==> config.mk <==
export PLATFORM = sky130hd
export DESIGN_NAME = lib_axi2local_ext
export DESIGN_NICKNAME = d
export VERILOG_FILES = /design/src/rtl/lib_axi2local_pkg.sv /design/src/rtl/lib_axi_hold_reg.sv /design/src/rtl/lib_axi2local_ext.sv
export SDC_FILE = /design/constraint.sdc
export NUM_CORES = 1
export LEC_CHECK = 0
export CORE_ASPECT_RATIO = 2
export CORE_MARGIN = 1.5
export CORE_UTILIZATION = 42
export CTS_CLUSTER_SIZE = 14
export DETAILED_ROUTE_END_ITERATION = 12
export PLACE_DENSITY = 0.85
export SLEW_MARGIN = 20
export SYNTH_ARGS = -nofsm -noshare
export SYNTH_HDL_FRONTEND = slang
export SYNTH_HIERARCHICAL = 1
export SYNTH_SLANG_ARGS = --single-unit
==> constraint.sdc <==
create_clock -name S_AXI_ACLK -period 1.9 [get_ports S_AXI_ACLK]
set_clock_uncertainty 0.1 [all_clocks]
set_input_delay 0.38 -clock S_AXI_ACLK [delete_from_list [all_inputs] [get_ports S_AXI_ACLK]]
set_output_delay 0.38 -clock S_AXI_ACLK [all_outputs]
set_load 0.005 [all_outputs]
==> src/rtl/lib_axi2local_pkg.sv <==
// lib_axi2local_pkg: response codes, FSM encodings and range helper for the AXI-to-local bridge
package lib_axi2local_pkg;
  localparam logic [1:0] RESP_OKAY   = 2'b00;
  localparam logic [1:0] RESP_SLVERR = 2'b10;
  localparam logic [1:0] RESP_DECERR = 2'b11;
  typedef enum logic [1:0] {W_IDLE, W_ISSUE, W_RESP} w_state_e;
  typedef enum logic [1:0] {R_IDLE, R_ISSUE, R_WAIT, R_RESP} r_state_e;
  function automatic logic in_range(input logic [63:0] addr, input logic [63:0] addr_max);
    return addr <= addr_max;
  endfunction
endpackage

==> src/rtl/lib_axi_hold_reg.sv <==
// lib_axi_hold_reg: one-entry valid/ready capture register
module lib_axi_hold_reg #(
  parameter int W = 8
) (
  input  logic         clk_i,
  input  logic         rst_ni,
  input  logic         en_i,
  input  logic         valid_i,
  input  logic [W-1:0] data_i,
  input  logic         clr_i,
  output logic         ready_o,
  output logic         full_o,
  output logic [W-1:0] data_o
);
  logic         full_q;
  logic [W-1:0] data_q;
  assign ready_o = en_i & ~full_q;
  assign full_o  = full_q;
  assign data_o  = data_q;
  // payload survives clr so the local bus stays stable until the next capture
  always_ff @(posedge clk_i) begin
    if (!rst_ni) begin
      full_q <= 1'b0;
      data_q <= '0;
    end else if (valid_i && ready_o) begin
      full_q <= 1'b1;
      data_q <= data_i;
    end else if (clr_i) begin
      full_q <= 1'b0;
    end
  end
endmodule

==> src/rtl/lib_axi2local_ext.sv <==
// lib_axi2local_ext: AXI4-Lite slave to local register bus bridge with independent read/write FSMs
module lib_axi2local_ext
  import lib_axi2local_pkg::*;
#(
  parameter int              AXI_AW   = 12,
  parameter int              AXI_DW   = 32,
  parameter int unsigned     RD_LAT   = 1,
  parameter longint unsigned ADDR_MAX = (64'd1 << AXI_AW) - 64'd1
) (
  input  logic                S_AXI_ACLK,
  input  logic                S_AXI_ARESETN,
  input  logic [AXI_AW-1:0]   S_AXI_AWADDR,
  input  logic                S_AXI_AWVALID,
  output logic                S_AXI_AWREADY,
  input  logic [AXI_DW-1:0]   S_AXI_WDATA,
  input  logic [AXI_DW/8-1:0] S_AXI_WSTRB,
  input  logic                S_AXI_WVALID,
  output logic                S_AXI_WREADY,
  output logic [1:0]          S_AXI_BRESP,
  output logic                S_AXI_BVALID,
  input  logic                S_AXI_BREADY,
  input  logic [AXI_AW-1:0]   S_AXI_ARADDR,
  input  logic                S_AXI_ARVALID,
  output logic                S_AXI_ARREADY,
  output logic [AXI_DW-1:0]   S_AXI_RDATA,
  output logic [1:0]          S_AXI_RRESP,
  output logic                S_AXI_RVALID,
  input  logic                S_AXI_RREADY,
  output logic [AXI_AW-1:0]   ps_to_pl_addr,
  output logic [AXI_DW-1:0]   ps_to_pl_data,
  output logic [AXI_DW/8-1:0] ps_to_pl_strb,
  output logic                ps_to_pl_wen,
  output logic [AXI_AW-1:0]   pl_to_ps_addr,
  output logic                pl_to_ps_ren,
  input  logic [AXI_DW-1:0]   pl_to_ps_data
);
  localparam int SW = AXI_DW / 8;
  logic [1:0]             init_q;
  w_state_e               w_state_q, w_state_d;
  r_state_e               r_state_q, r_state_d;
  logic [3:0]             cnt_q, cnt_d;
  logic [AXI_DW-1:0]      rdata_q, rdata_d;
  logic                   aw_full, w_full, ar_full, aw_ok, ar_ok;
  logic                   aw_hs, w_hs, ar_hs, b_hs, r_hs;
  logic [AXI_AW-1:0]      aw_addr, ar_addr;
  logic [AXI_DW+SW-1:0]   w_hold;
  lib_axi_hold_reg #(.W(AXI_AW)) u_aw (
    .clk_i(S_AXI_ACLK), .rst_ni(S_AXI_ARESETN), .en_i(init_q[1]), .valid_i(S_AXI_AWVALID),
    .data_i(S_AXI_AWADDR), .clr_i(b_hs), .ready_o(S_AXI_AWREADY), .full_o(aw_full), .data_o(aw_addr)
  );
  lib_axi_hold_reg #(.W(AXI_DW + SW)) u_w (
    .clk_i(S_AXI_ACLK), .rst_ni(S_AXI_ARESETN), .en_i(init_q[1]), .valid_i(S_AXI_WVALID),
    .data_i({S_AXI_WSTRB, S_AXI_WDATA}), .clr_i(b_hs), .ready_o(S_AXI_WREADY), .full_o(w_full), .data_o(w_hold)
  );
  lib_axi_hold_reg #(.W(AXI_AW)) u_ar (
    .clk_i(S_AXI_ACLK), .rst_ni(S_AXI_ARESETN), .en_i(init_q[1] && r_state_q == R_IDLE),
    .valid_i(S_AXI_ARVALID), .data_i(S_AXI_ARADDR), .clr_i(r_hs), .ready_o(S_AXI_ARREADY),
    .full_o(ar_full), .data_o(ar_addr)
  );
  assign aw_hs = S_AXI_AWVALID & S_AXI_AWREADY;
  assign w_hs  = S_AXI_WVALID & S_AXI_WREADY;
  assign ar_hs = S_AXI_ARVALID & S_AXI_ARREADY;
  assign b_hs  = S_AXI_BVALID & S_AXI_BREADY;
  assign r_hs  = S_AXI_RVALID & S_AXI_RREADY;
  assign aw_ok = in_range(64'(aw_addr), ADDR_MAX);
  assign ar_ok = in_range(64'(ar_addr), ADDR_MAX);
  assign {ps_to_pl_strb, ps_to_pl_data} = w_hold;
  assign ps_to_pl_addr = aw_addr;
  assign pl_to_ps_addr = ar_addr;
  assign S_AXI_RDATA   = rdata_q;
  // strobes are qualified with reset so nothing reaches the local bus in a reset cycle
  always_comb begin
    w_state_d    = w_state_q;
    S_AXI_BVALID = w_state_q == W_RESP;
    S_AXI_BRESP  = (S_AXI_BVALID && !aw_ok) ? RESP_DECERR : RESP_OKAY;
    ps_to_pl_wen = S_AXI_ARESETN && w_state_q == W_ISSUE && aw_ok && |ps_to_pl_strb;
    case (w_state_q)
      W_IDLE:  w_state_d = ((aw_full || aw_hs) && (w_full || w_hs)) ? W_ISSUE : W_IDLE;
      W_ISSUE: w_state_d = W_RESP;
      W_RESP:  w_state_d = S_AXI_BREADY ? W_IDLE : W_RESP;
      default: w_state_d = W_IDLE;
    endcase
  end
  always_comb begin
    r_state_d    = r_state_q;
    cnt_d        = cnt_q;
    rdata_d      = rdata_q;
    S_AXI_RVALID = r_state_q == R_RESP;
    S_AXI_RRESP  = (S_AXI_RVALID && !ar_ok) ? RESP_DECERR : RESP_OKAY;
    pl_to_ps_ren = S_AXI_ARESETN && r_state_q == R_ISSUE && ar_ok;
    case (r_state_q)
      R_IDLE:  r_state_d = ar_hs ? R_ISSUE : R_IDLE;
      R_ISSUE: begin
        cnt_d     = 4'd1;
        r_state_d = (RD_LAT == 0) ? R_RESP : R_WAIT;
        rdata_d   = (RD_LAT == 0) ? (ar_ok ? pl_to_ps_data : '0) : rdata_q;
      end
      R_WAIT: begin
        cnt_d     = cnt_q + 4'd1;
        r_state_d = (cnt_q == 4'(RD_LAT)) ? R_RESP : R_WAIT;
        rdata_d   = (cnt_q == 4'(RD_LAT)) ? (ar_ok ? pl_to_ps_data : '0) : rdata_q;
      end
      R_RESP:  r_state_d = S_AXI_RREADY ? R_IDLE : R_RESP;
      default: r_state_d = R_IDLE;
    endcase
  end
  always_ff @(posedge S_AXI_ACLK) begin
    if (!S_AXI_ARESETN) begin
      init_q    <= 2'b00;
      w_state_q <= W_IDLE;
      r_state_q <= R_IDLE;
      cnt_q     <= 4'd0;
      rdata_q   <= '0;
    end else begin
      init_q    <= {init_q[0], 1'b1};
      w_state_q <= w_state_d;
      r_state_q <= r_state_d;
      cnt_q     <= cnt_d;
      rdata_q   <= rdata_d;
    end
  end
endmodule

==> results.cfg <==
[setup_path]
reg2reg_from = r_state_q[1]$_SDFF_PN0_
highest_cell_delay_on_the_worst_timing_path_ns = 0.52
critPathArrivalTime_ns = 1.35
timing.critical_path.from = w_state_q[0]$_SDFF_PN0_
cp.required_ns = 1.42
endpoint = S_AXI_BVALID
setup.worst_path.start_class = flip-flop
critical-path-slowest-cell = sky130_fd_sc_hd__clkdlybuf4s50_1
worst-path-stages = 2
timing.critical_path.cells = nor2b_4, clkdlybuf4s50_1
reg2regPathDepth = 6
setup.reg_to_reg.worst_slack_ns = 0.22
sum_of_buffers_and_inverters_on_the_critical_path = 1
r2r_end = S_AXI_RDATA[23]$_SDFFE_PN0P_
worst_setup_path_end_kind = primary output
timing.critical_path.max_delay_family = buffers and inverters
timing.critical_path.fanout_max = 4
critical_path_class = flip-flop to primary output

[timing]
timing.max_slew.rel_slack_pct = 66.5
max_slew.worst_pin.slew_ns = 0.503
maxClockFrequency_mhz = 548
post-route-min-period_ns = 1.83
report.final.setup_viol = 0
max_slew_violation_count = 0
timing.final.hold_violations = 0
grt_setup_unrepaired = false
layout_worst_path_cycle_share_pct = 96.1

[floorplan]
floorplan.io_pins = 202
chipHeight_um = 149
die-width_um = 76.2
floorplan.initialDensity_pct = 43.0
number_of_rows_created_at_floorplan = 53
core_region_area_um2 = 10500
die_area_um2 = 11400

[place]
numPortBuffers = 197
globalplace.congestion = 0.777
place_hpwl_um = 8770

[logic_synthesis]
post-synth-top-area-fraction_pct = 46.7
synth_top_family_by_area = simple AND/OR/NAND/NOR gates
syn-instance-count = 480
synthSimpleGateAreaFrac_pct = 20.5
yosysWarningCount = 6
synth-xor-area-share_pct = 0
ys.flop_type = sky130_fd_sc_hd__dfxtp_1
cell_types_with_the_largest_area_share_after_synthesis = sky130_fd_sc_hd__dfxtp_1 47%, sky130_fd_sc_hd__nand2_1 16%, sky130_fd_sc_hd__mux2i_1 13%, sky130_fd_sc_hd__a21boi_2 7.5%, sky130_fd_sc_hd__buf_12 2.2%
register_bit_count_reported_by_yosys = 105
synth_compound_area_share_pct = 10.1
synth-seq-area-share_pct = 46.7
syn_avg_cell_area_um2 = 9.38
synthMuxAreaShare_pct = 13.3
synth_enable_flop_cells = 0
synth.cell_area_um2 = 4500
synthArstFlopShare_pct = 0
synth_area_leader_cell = sky130_fd_sc_hd__dfxtp_1
ys_types = 35
synth_adder_area_share_pct = 1.95

[cells_and_area]
layout_net_count = 768
num_antenna_cells = 0
finish.utilization_pct = 64.7
synthToLayoutAreaGrowth_pct = 50.7
fillers = 881
proportion_of_layout_cells_with_a_drive_suffix_above_1_pct = 9.90

[detailed_routing]
routed_wire_length_per_instance_um = 14.5
route.detailed.drc = 0
route.final.wire_length_um = 11700
detail_route.first_pass.iterations = 4
detailedRoute.firstIterationViolations = 92
detailroute.via_count = 3851
detail_route.vias_per_cell = 4.79
antenna_violation_net_count_after_detailed_routing = 0

[outcome]
status = finished clean

[cts]
cts_sinks = 105
htree_num_levels = 3
cts-buffers-inserted = 9
cts_root_buf = sky130_fd_sc_hd__clkbuf_16
path_clk_slew_ns = 0.07
clkLatencyLatePin_ns = 0.33
cts_tree = built
cts-root-to-sink-buffers = 2

[job]
max-cap-violations = 0

[power_and_ir_drop]
vdd.ir_drop.worst_v = 0.000475
p_leak_nw = 2.49
design_power_total_w = 0.00500
powerDensity_nw_per_um2 = 738

[global_route]
track_usage_pct = 20.3
grt_pass1_wl_um = 18500
grt_pass1_vias = 3893
grt_antenna_before_repair = 0
grt_start_max_net_pins = 125
grt_overflow = 0

[worst_hold_path]
min-delay-path-class = input pin to flip-flop
==> worst register-to-register path, cell delays in order, from the launching register on <==
cell,delay (ns)
sky130_fd_sc_hd__dfxtp_2,0.33
sky130_fd_sc_hd__buf_4,0.12
sky130_fd_sc_hd__ha_1,0.25
sky130_fd_sc_hd__and4bb_1,0.37
sky130_fd_sc_hd__buf_12,0.21
sky130_fd_sc_hd__nand2_1,0.10
sky130_fd_sc_hd__a21boi_2,0.13
==> layout by cell type, fill, tap and decap left out, types with 2 or more instances in the layout <==
cell / instances
sky130_fd_sc_hd__nand2_1: 187
sky130_fd_sc_hd__a21boi_0: 3
sky130_fd_sc_hd__ha_1: 6
sky130_fd_sc_hd__dfxtp_1: 101
sky130_fd_sc_hd__nor2b_1: 7
sky130_fd_sc_hd__dfxtp_2: 3
sky130_fd_sc_hd__a21boi_2: 30
sky130_fd_sc_hd__clkbuf_16: 9
sky130_fd_sc_hd__o21a_1: 5
sky130_fd_sc_hd__clkdlybuf4s50_1: 190
sky130_fd_sc_hd__clkinv_4: 2
sky130_fd_sc_hd__conb_1: 4
sky130_fd_sc_hd__inv_1: 2
sky130_fd_sc_hd__a21oi_1: 3
sky130_fd_sc_hd__dlygate4sd2_1: 2
sky130_fd_sc_hd__buf_12: 6
sky130_fd_sc_hd__mux2i_1: 60
sky130_fd_sc_hd__buf_4: 4
sky130_fd_sc_hd__and2b_1: 3
sky130_fd_sc_hd__nor3b_1: 2
sky130_fd_sc_hd__nor4_1: 2
sky130_fd_sc_hd__dlymetal6s2s_1: 2
sky130_fd_sc_hd__and2_1: 6
sky130_fd_sc_hd__and3b_1: 2
sky130_fd_sc_hd__o21ai_0: 2
==> flip-flops by register name (all words and copies together), names as in the netlist <==
register / flops
u_ar/full_o: 1
S_AXI_RDATA: 32
w_state_q: 2
u_aw/data_o: 12
u_w/full_o: 1
u_ar/data_o: 12
r_state_q: 2
u_w/data_o: 36
cnt_q: 4
init_q: 2
u_aw/full_o: 1
==> logic make-up (layout without fill, tap and decap cells) <==
family / count (synthesis) / count (layout)
simple gates: 219 / 219
flops: 105 / 105
mux: 60 / 60
compound gates: 47 / 47
buf+inv: 41 / 225
fa+ha+maj: 7 / 7
other cells: 1 / 4
==> per-stage QoR <==
| step | instances | cell area, um2 | worst slack (ns) | hold slack (ns) | setup TNS [ns] |
|---|---|---|---|---|---|
| floorplan | 483 | 4510 | 0.355 | 0.308 | 0 |
| global placement | 788 | 6480 | 0.0991 | 0.314 | 0 |
| detailed placement | 788 | 6480 | 0.0568 | 0.323 | 0 |
| CTS | 804 | 6770 | -0.0169 | 0.276 | -0.0169 |
| global route | 804 | 6780 | 0.00989 | 0.296 | 0 |
| finish | 804 | 6780 | 0.0737 | 0.290 | 0 |
==> layer usage <==
metal	global-route usage, %	routed length [um]	vias to the layer above
met5	0	0	-
met4	12.9	658	0
met3	3.36	476	42
met2	38.5	6370	132
met1	20.3	4180	1773
li1	-	-	1904
==> worst min-delay path by stage <==
stage,depth (start not counted),slack (ns),endpoint,start
after floorplan,0,0.31,init_q[0]$_DFF_P_,S_AXI_ARESETN
after global placement,1,0.31,init_q[1]$_SDFF_PN0_,init_q[0]$_DFF_P_
after detailed placement,1,0.32,init_q[1]$_SDFF_PN0_,init_q[0]$_DFF_P_
after CTS,3,0.28,w_state_q[0]$_SDFF_PN0_,S_AXI_ARESETN
after global routing,3,0.30,w_state_q[0]$_SDFF_PN0_,S_AXI_ARESETN
final,3,0.29,w_state_q[0]$_SDFF_PN0_,S_AXI_ARESETN
==> timing repair <==
item,4_1_cts,5_1_grt
setup buffers,0,0
hold buffers,0,0
setup endpoints to repair,7,5
pin swaps,0,0
gates resized for setup,11,7
==> final cells by class <==
class | count | area (um2) | share of cell area, %
multi-input cells | 337 | 2090 | 30.9
flip-flops and latches | 105 | 2110 | 31.1
repair buffers | 206 | 2110 | 31.1
clock buffers | 10 | 239 | 3.52
clock inverters | 6 | 50.0 | 0.738
inverters | 3 | 11.3 | 0.166
well taps | 137 | 171 | 2.53
==> power breakdown <==
| part | switching, W | total [W] | internal [W] |
|---|---|---|---|
| logic | 0.000349 | 0.000859 | 0.000511 |
| registers | 0.0000663 | 0.00237 | 0.00231 |
| clock network | 0.000831 | 0.00177 | 0.000942 |
==> Yosys cell counts (3+ instances only) <==
cell type and n:
sky130_fd_sc_hd__mux2i_1 60, sky130_fd_sc_hd__and2b_1 3, sky130_fd_sc_hd__and2_1 6, sky130_fd_sc_hd__o21a_1 5
sky130_fd_sc_hd__dfxtp_1 105, sky130_fd_sc_hd__inv_1 3, sky130_fd_sc_hd__and3b_1 3, sky130_fd_sc_hd__nand2_1 187
sky130_fd_sc_hd__a21oi_1 3, sky130_fd_sc_hd__buf_2 11, sky130_fd_sc_hd__nor2b_1 8, sky130_fd_sc_hd__a21boi_2 30
sky130_fd_sc_hd__clkbuf_1 11, sky130_fd_sc_hd__buf_8 3, sky130_fd_sc_hd__a21boi_0 3, sky130_fd_sc_hd__ha_1 7
sky130_fd_sc_hd__buf_6 4, sky130_fd_sc_hd__buf_12 5, sky130_fd_sc_hd__buf_4 4
Power figures use the tool's default switching activity.
